### config.mk
export PLATFORM = sky130hd
export DESIGN_NAME = modexp_initiator
export DESIGN_NICKNAME = d
export VERILOG_FILES = /design/src/rtl/modexp_pkg.sv /design/src/rtl/modexp_initiator.sv
export SDC_FILE = /design/constraint.sdc
export NUM_CORES = 1
export LEC_CHECK = 0
export CORE_AREA = 2 2 299 301
export DETAILED_ROUTE_END_ITERATION = 12
export DIE_AREA = 0 0 301 303
export PLACE_DENSITY = 0.5
export SYNTH_ARGS = -nofsm -noshare
export SYNTH_HDL_FRONTEND = slang
export SYNTH_SLANG_ARGS = --single-unit
### constraint.sdc
create_clock -name clock -period 4.5 [get_ports clock]
set_clock_uncertainty 0.05 [all_clocks]
set_input_delay 0.675 -clock clock [delete_from_list [all_inputs] [get_ports clock]]
set_output_delay 0.675 -clock clock [all_outputs]
set_load 0.01 [all_outputs]
### src/rtl/modexp_pkg.sv
// Shared constants and state encoding for the modular-exponentiation initiator.
package modexp_pkg;

  localparam int OPW   = 128;
  localparam int IDX_W = 7;

  // Modulus used by the companion multiplier; the initiator never reduces by itself.
  localparam logic [OPW-1:0] P = 128'd170141183460469231731687303715885907969;

  typedef enum logic [2:0] {
    S_IDLE,
    S_SCAN,
    S_SQR_REQ,
    S_SQR_WAIT,
    S_MUL_REQ,
    S_MUL_WAIT,
    S_DONE
  } state_t;

endpackage

### src/rtl/modexp_initiator.sv
// Left-to-right square-and-multiply sequencer; drives an external A*B mod P multiplier.
module modexp_initiator
  import modexp_pkg::*;
(
  input  logic           clock,
  input  logic           reset_n,
  input  logic           start,
  input  logic [OPW-1:0] base,
  input  logic [OPW-1:0] exponent,
  output logic           busy,
  output logic           done,
  output logic [OPW-1:0] result,
  output logic           mul_in_valid,
  output logic [OPW-1:0] mul_A,
  output logic [OPW-1:0] mul_B,
  input  logic           mul_out_valid,
  input  logic [OPW-1:0] mul_C
);

  state_t           r_state, w_state_nxt;
  logic [IDX_W-1:0] r_idx, w_idx_nxt, w_idx_dec;
  logic [OPW-1:0]   r_R, w_R_nxt;
  logic [OPW-1:0]   r_base, r_exp, r_result;
  logic             w_load, w_bit, w_idx0;

  assign w_bit     = r_exp[r_idx];
  assign w_idx0    = (r_idx == '0);
  assign w_idx_dec = r_idx - 1'b1;

  always_comb begin
    w_state_nxt = r_state;
    w_R_nxt     = r_R;
    w_idx_nxt   = r_idx;
    w_load      = 1'b0;
    case (r_state)
      S_IDLE: if (start) begin
        w_load      = 1'b1;
        w_idx_nxt   = IDX_W'(OPW - 1);
        w_state_nxt = S_SCAN;
      end
      // Leading zeros cost one cycle each; the first 1 seeds R with base.
      S_SCAN: begin
        if (w_bit) begin
          w_R_nxt = r_base;
          if (w_idx0) w_state_nxt = S_DONE;
          else begin
            w_idx_nxt   = w_idx_dec;
            w_state_nxt = S_SQR_REQ;
          end
        end else if (w_idx0) begin
          w_R_nxt     = OPW'(1);
          w_state_nxt = S_DONE;
        end else begin
          w_idx_nxt = w_idx_dec;
        end
      end
      S_SQR_REQ: w_state_nxt = S_SQR_WAIT;
      S_SQR_WAIT: if (mul_out_valid) begin
        w_R_nxt = mul_C;
        if (w_bit)       w_state_nxt = S_MUL_REQ;
        else if (w_idx0) w_state_nxt = S_DONE;
        else begin
          w_idx_nxt   = w_idx_dec;
          w_state_nxt = S_SQR_REQ;
        end
      end
      S_MUL_REQ: w_state_nxt = S_MUL_WAIT;
      S_MUL_WAIT: if (mul_out_valid) begin
        w_R_nxt = mul_C;
        if (w_idx0) w_state_nxt = S_DONE;
        else begin
          w_idx_nxt   = w_idx_dec;
          w_state_nxt = S_SQR_REQ;
        end
      end
      S_DONE:  w_state_nxt = S_IDLE;
      default: w_state_nxt = S_IDLE;
    endcase
  end

  always_ff @(posedge clock or negedge reset_n) begin
    if (!reset_n) begin
      r_state  <= S_IDLE;
      r_idx    <= '0;
      r_R      <= '0;
      r_base   <= '0;
      r_exp    <= '0;
      r_result <= '0;
    end else begin
      r_state <= w_state_nxt;
      r_idx   <= w_idx_nxt;
      r_R     <= w_R_nxt;
      if (w_load) begin
        r_base <= base;
        r_exp  <= exponent;
      end
      // Loaded on entry to DONE so it is valid alongside the done pulse.
      if (w_state_nxt == S_DONE) r_result <= w_R_nxt;
    end
  end

  assign busy         = (r_state != S_IDLE);
  assign done         = (r_state == S_DONE);
  assign result       = r_result;
  assign mul_in_valid = (r_state == S_SQR_REQ) || (r_state == S_MUL_REQ);
  assign mul_A        = mul_in_valid ? r_R : '0;
  assign mul_B        = (r_state == S_SQR_REQ) ? r_R :
                        (r_state == S_MUL_REQ) ? r_base : '0;

endmodule

* Word level (Yosys, flattened, before mapping)
Index checks and enable logic that the tools add are counted.
** Word-level totals
- Flip-flop bits (word level) :: 522
- Output and inout port bits :: 387
** Cells by class
- Equality and inequality tests :: 11
- Multiplexer cells :: 25
- Reductions and logical operators :: 7
- Order comparisons :: 1
- Add/subtract/negate cells :: 1
** Operator list (count)
- $mux 128 :: 6
- $pmux 128 s2 :: 1
- $mux 7 :: 5
- $pmux 7 s4 :: 1
- $mux 3 :: 7
- $pmux 3 s6 :: 1
- $eq 3x3->1 const B :: 4
- $lt 7x8->1 const B :: 1
- $ne 2x2->1 const B :: 4
- $bmux 1 s7 :: 1
- $logic_not 7->1 :: 1
- $sub 7x1->7 const B :: 1
- $eq 3x2->1 const B :: 2
- $reduce_and 5->1 :: 1
- $reduce_bool 4->1 :: 1
- $eq 3x1->1 const B :: 1
- $logic_not 3->1 :: 1
- $mux 1 :: 3
- $reduce_bool 3->1 :: 1
- $reduce_or 2->1 :: 1
- $logic_or 1x1->1 :: 1

* Logic depth before layout (Yosys ltp)
- Depth in word-level cells :: 6
- Gate-level depth with buffers :: 15
- Depth with buffers taken out :: 10

* Least setup slack after synthesis
OpenSTA, ideal clock, no wires.
- Kind :: register to register
- Start point :: register r_idx[0]
- End point :: register r_result[37] (netlist: result[37])
- Arrival :: 2.923 ns
- Setup slack :: 1.403 ns
- Stages on the path, launching flop included :: 15
- Clock period less this slack :: 3.097 ns
- Required time :: 4.325 ns
- Library setup time :: 0.125 ns
- Buffers on the path :: 6
- Cells stage by stage :: dfrtp_1 -> buf_6 -> buf_6 -> buf_4 -> mux4_2 -> a22oi_1 -> nand2_1 -> a32oi_2 -> nor3_1 -> a21o_1 -> buf_6 -> buf_6 -> buf_6 -> a221o_1 -> mux2_2
** On the way
- Elaborated cells on any way between the ends :: 14
- Those cells by class :: eq/ne: 1; mux: 12; reduce/logical: 1
** RTL lines
- start: declaration :: line modexp_initiator.sv:21 : logic [IDX_W-1:0] r_idx, w_idx_nxt, w_idx_dec;
- start signal: assignment :: line modexp_initiator.sv:91 : r_idx <= w_idx_nxt;
- $bmux 1 s7 / $logic_not 7->1 (equally long branches) :: line modexp_initiator.sv:26, modexp_initiator.sv:27
- $mux 1 (not written as such) / $mux 128 (equally long branches) :: line modexp_initiator.sv:26, modexp_initiator.sv:50
- $mux 128 (*) :: line modexp_initiator.sv:43 : if (w_bit) begin
- $pmux 128 s2 (*) :: line modexp_initiator.sv:35 : case (r_state)
- via w_R_nxt[37] :: line modexp_initiator.sv:22 : logic [OPW-1:0] r_R, w_R_nxt;
- end signal: assignment :: line modexp_initiator.sv:98 : if (w_state_nxt == S_DONE) r_result <= w_R_nxt;
- end: declaration :: line modexp_initiator.sv:23 : logic [OPW-1:0] r_base, r_exp, r_result;
The timed path passes the listed nets; every way through them passes the cells marked *. The select of a mux whose other input is x is not followed.
A chain may end at the register's enable or synchronous reset.

* Final worst setup path
- Start point :: register r_state[2]
- End point :: output mul_B[101]
** On the way
- Cells in the longest elaborated chain, start to end :: 3
- Elaborated cells on any way between the ends :: 4
- Those cells by class :: eq/ne: 2; mux: 2
** RTL lines
- start: declaration :: line modexp_initiator.sv:20 : state_t r_state, w_state_nxt;
- start signal: assignment :: line modexp_initiator.sv:90 : r_state <= w_state_nxt;
- $eq 3x3->1 :: line modexp_initiator.sv:108 : (r_state == S_MUL_REQ) ? r_base : '0;
- $mux 128 :: line modexp_initiator.sv:108
- $mux 128 (*) :: line modexp_initiator.sv:107 : assign mul_B = (r_state == S_SQR_REQ) ? r_R :
- end: declaration :: line modexp_initiator.sv:15 : output logic [OPW-1:0] mul_B,
Every way passes the cells marked *; elsewhere a longest branch is shown, timed or not.

==> flow_summary.json <==
{
  "die_y_um": 303,
  "drv_slew": 0,
  "rr_startpoint": "r_idx[2]$_DFFE_PN0P_",
  "synth_compound_area_share_pct": 16.1,
  "drt_pre_antenna_iters": 5,
  "ant_nets": 0,
  "rows": 109,
  "relSlewSlack_pct": 37.4,
  "coreArea_mm2": 0.0880,
  "status": "complete, no violations",
  "final_nets": 3377,
  "drt_wl_total_mm": 105,
  "grt_max_degree": 142,
  "cap_violations": 0,
  "clockRootBuffer": "clkbuf_16",
  "p_comb_share_pct": 43.7,
  "clock_path_buffers": 3,
  "crit_path_start": "r_state[2]$_DFF_PN0_",
  "cts_num_sinks": 522,
  "grt_pass1_wl_mm": 152,
  "sw_frac_of_total_pct": 39.2,
  "track_usage_pct": 22.0,
  "setup_viol": 0,
  "p_total_w": 0.0229,
  "synth-edff-count": 0,
  "switching_power_w": 0.00897,
  "post-dp-hpwl_mm": 72.8,
  "synth_fa_ha_area_share_pct": 0.0518,
  "hold_violations": 0,
  "fmax_ghz": 0.243,
  "wl_per_cell_um": 24.9,
  "rsz0062_at_grt": "no",
  "drt_iter0_drc": 1523,
  "cp_slowest_cell": "nor2_4",
  "crit_chain": "inv_1 -> nand2_1 -> nor2_4 -> buf_4 -> a22o_1 -> clkdlybuf4s50_1",
  "dieArea_mm2": 0.0912,
  "antenna_found_initial": 17,
  "power.density_mw_per_mm2": 651,
  "grt-ovfl-total": 0,
  "synth_xor_area_share_pct": 0,
  "initial_core_util_pct": 27.4,
  "cts-buffers-inserted": 59,
  "slowest_delay_ns": 0.55,
  "post-route-period-util_pct": 91.3,
  "ios": 775,
  "synth-simple-area-share_pct": 16.9,
  "async_reset_ff_share_pct": 100,
  "area_growth_pct": 45.8,
  "power_frac_clock_pct": 22.0,
  "leakagePower_nw": 16.2,
  "worstSetupStartpointType": "register",
  "drive_above_1_share_pct": 8.82,
  "ys_seq_elements": 522,
  "internal_power_w": 0.0139,
  "clkSlewWorstSetupHoldPaths_ns": 0.07,
  "critPathRequiredTime_ns": 3.77,
  "syn_inst": 2296,
  "synth_cell_types": 50,
  "reg2reg_to": "result[114]$_DFFE_PN0N_",
  "htreeDepth": 2,
  "rrSetupSlack_ns": 0.46,
  "cp_data_arrival_time_ns": 3.38,
  "grt_pass1_vias": 22300,
  "drc": 0,
  "syn_area_mm2": 0.0241,
  "synth_top_family_by_area": "simple AND/OR/NAND/NOR gates",
  "crit_fanout": 23,
  "yosysWarningCount": 0,
  "r2r_cells": 10,
  "p_seq_share_pct": 34.3,
  "tns_ns": 0,
  "ir_drop_mv": 0.350,
  "postCtsSetupRepairBufs": 0,
  "cts_resized": 0,
  "muxShareOfSynthArea_pct": 9.04,
  "synth_fp_nets": 2685,
  "crit_end": "mul_B[101]",
  "insertion_delay_ns": 0.63,
  "min_path_type": "reg2reg",
  "end_kind": "output port",
  "routed_via_density": 5.09,
  "die_w_um": 301,
  "synth-main-ff-cell": "dfrtp_1",
  "worstSetupPathType": "reg2out",
  "tightest_slew_ns": 0.939,
  "cts_tree": "built",
  "syn_area_per_cell_um2": 10.5,
  "place.port_buffers": 774,
  "ys_seq_area_share_pct": 54.1,
  "fin_crit_ns": 4.11,
  "vias": 21400,
  "gp_congestion": 0.839
}
==> placed cells by master (no fill, tap or decap), types with 3 or more instances in the layout <==
| master | n |
|---|---|
| a211oi_1 | 4 |
| a21oi_1 | 10 |
| a221o_1 | 127 |
| a22o_1 | 255 |
| a22oi_1 | 11 |
| a31oi_1 | 5 |
| and2_1 | 134 |
| and3_1 | 4 |
| buf_12 | 22 |
| buf_4 | 22 |
| bufinv_16 | 5 |
| clkbuf_1 | 11 |
| clkbuf_16 | 61 |
| clkbuf_8 | 13 |
| clkdlybuf4s50_1 | 773 |
| clkinv_2 | 14 |
| dfrtp_1 | 521 |
| diode_2 | 6 |
| inv_1 | 6 |
| mux2_1 | 54 |
| mux2_2 | 83 |
| mux2i_1 | 4 |
| mux4_2 | 26 |
| nand2_1 | 791 |
| nand2b_1 | 4 |
| nand4_1 | 3 |
| nor2_1 | 16 |
| nor2b_1 | 5 |
| nor3_1 | 3 |
| o21ai_0 | 3 |
==> cells by family (layout without fill, tap and decap cells) <==
group                      count (synthesis)  after routing
and+or+nand+nor                          975            975
DFF                                      522            522
AOI/OAI and AO/OA                        436            436
buffers and inverters                    194            935
muxes                                    168            168
adders and majority gates                  1              1
other                                      0              6
==> metrics by stage <==
stage / util (%) / worst slack, ns / hold slack [ns] / cell area [um^2] / std cells
after CTS: 40.0 / 0.274 / 0.426 / 35200 / 4202
after detailed placement: 37.7 / 0.458 / 0.411 / 33200 / 4091
after global placement: 37.7 / 0.550 / 0.406 / 33200 / 4091
after global routing: 40.0 / 0.178 / 0.440 / 35200 / 4207
final: 40.0 / 0.392 / 0.425 / 35200 / 4208
after floorplan: - / 1.40 / 0.329 / 24100 / 2296
==> final cells by class <==
| type | instances | area (um^2) |
|---|---|---|
| inverters | 6 | 22.5 |
| flip-flops and latches | 522 | 13100 |
| diodes | 6 | 15.0 |
| well taps | 1165 | 1460 |
| repair buffers | 819 | 8370 |
| multi-input cells | 1580 | 10300 |
| clock inverters | 25 | 282 |
| fillers | 8696 | 52800 |
| clock buffers | 85 | 1750 |
==> synth_stat cells, types with 18 or more instances <==
cell      number  share of area [%]
dfrtp_1      522                 54
clkbuf_1     131                2.0
buf_6         18               0.84
and2_1       134                3.5
buf_2         26               0.54
mux2_1        54                2.5
mux4_2        26                2.4
a22o_1       255                9.3
a221o_1      127                5.3
nand2_1      792                 12
nor2_1        18               0.28
mux2_2        83                3.9
==> power groups by stage <==
stage | sequential, W | clock, W | combinational (W)
after floorplan | 0.00725 | 0 | 0.00596
after global placement | 0.00785 | 0 | 0.00991
after detailed placement | 0.00788 | 0 | 0.0100
after CTS | 0.00782 | 0.00519 | 0.0101
after global routing | 0.00806 | 0.00537 | 0.0108
final | 0.00786 | 0.00505 | 0.0100
==> repair_timing <==
action | CTS | global route
endpoints found under the hold margin | 26 | 0
hold buffers | 1 | 0
endpoints found under the setup margin | 0 | 0
==> sequential cells by signal (all words and copies together) (netlist names) <==
signal   cells
r_R        128
r_base     128
r_exp      128
r_idx        7
r_state      3
result     128
==> layer usage <==
layer,GRT usage [%],vias to the layer above,routed length [um]
li1,-,9455,-
met1,27.6,10800,42600
met2,38.0,919,51500
met3,4.35,180,7120
met4,7.12,14,3330
met5,0,-,91
==> worst min-delay path by stage <==
stage,start,end,cells after the start
after detailed placement,r_exp[86]$_DFFE_PN0P_,r_exp[86]$_DFFE_PN0P_,2
after CTS,r_exp[86]$_DFFE_PN0P_,r_exp[86]$_DFFE_PN0P_,2
after floorplan,reset_n,r_R[0]$_DFF_PN0_,0
after global placement,r_exp[90]$_DFFE_PN0P_,r_exp[90]$_DFFE_PN0P_,2
after global routing,r_exp[59]$_DFFE_PN0P_,r_exp[59]$_DFFE_PN0P_,2
final,r_exp[90]$_DFFE_PN0P_,r_exp[90]$_DFFE_PN0P_,2
==> critical path, delay by kind of cell (launching register included) <==
kind | cells | cell delay [ns]
compound gates | 1 | 0.24
flops | 1 | 0.50
buf+inv | 3 | 1.20
simple gates | 2 | 0.78
Note: power is estimated with default switching activity, not from simulation.
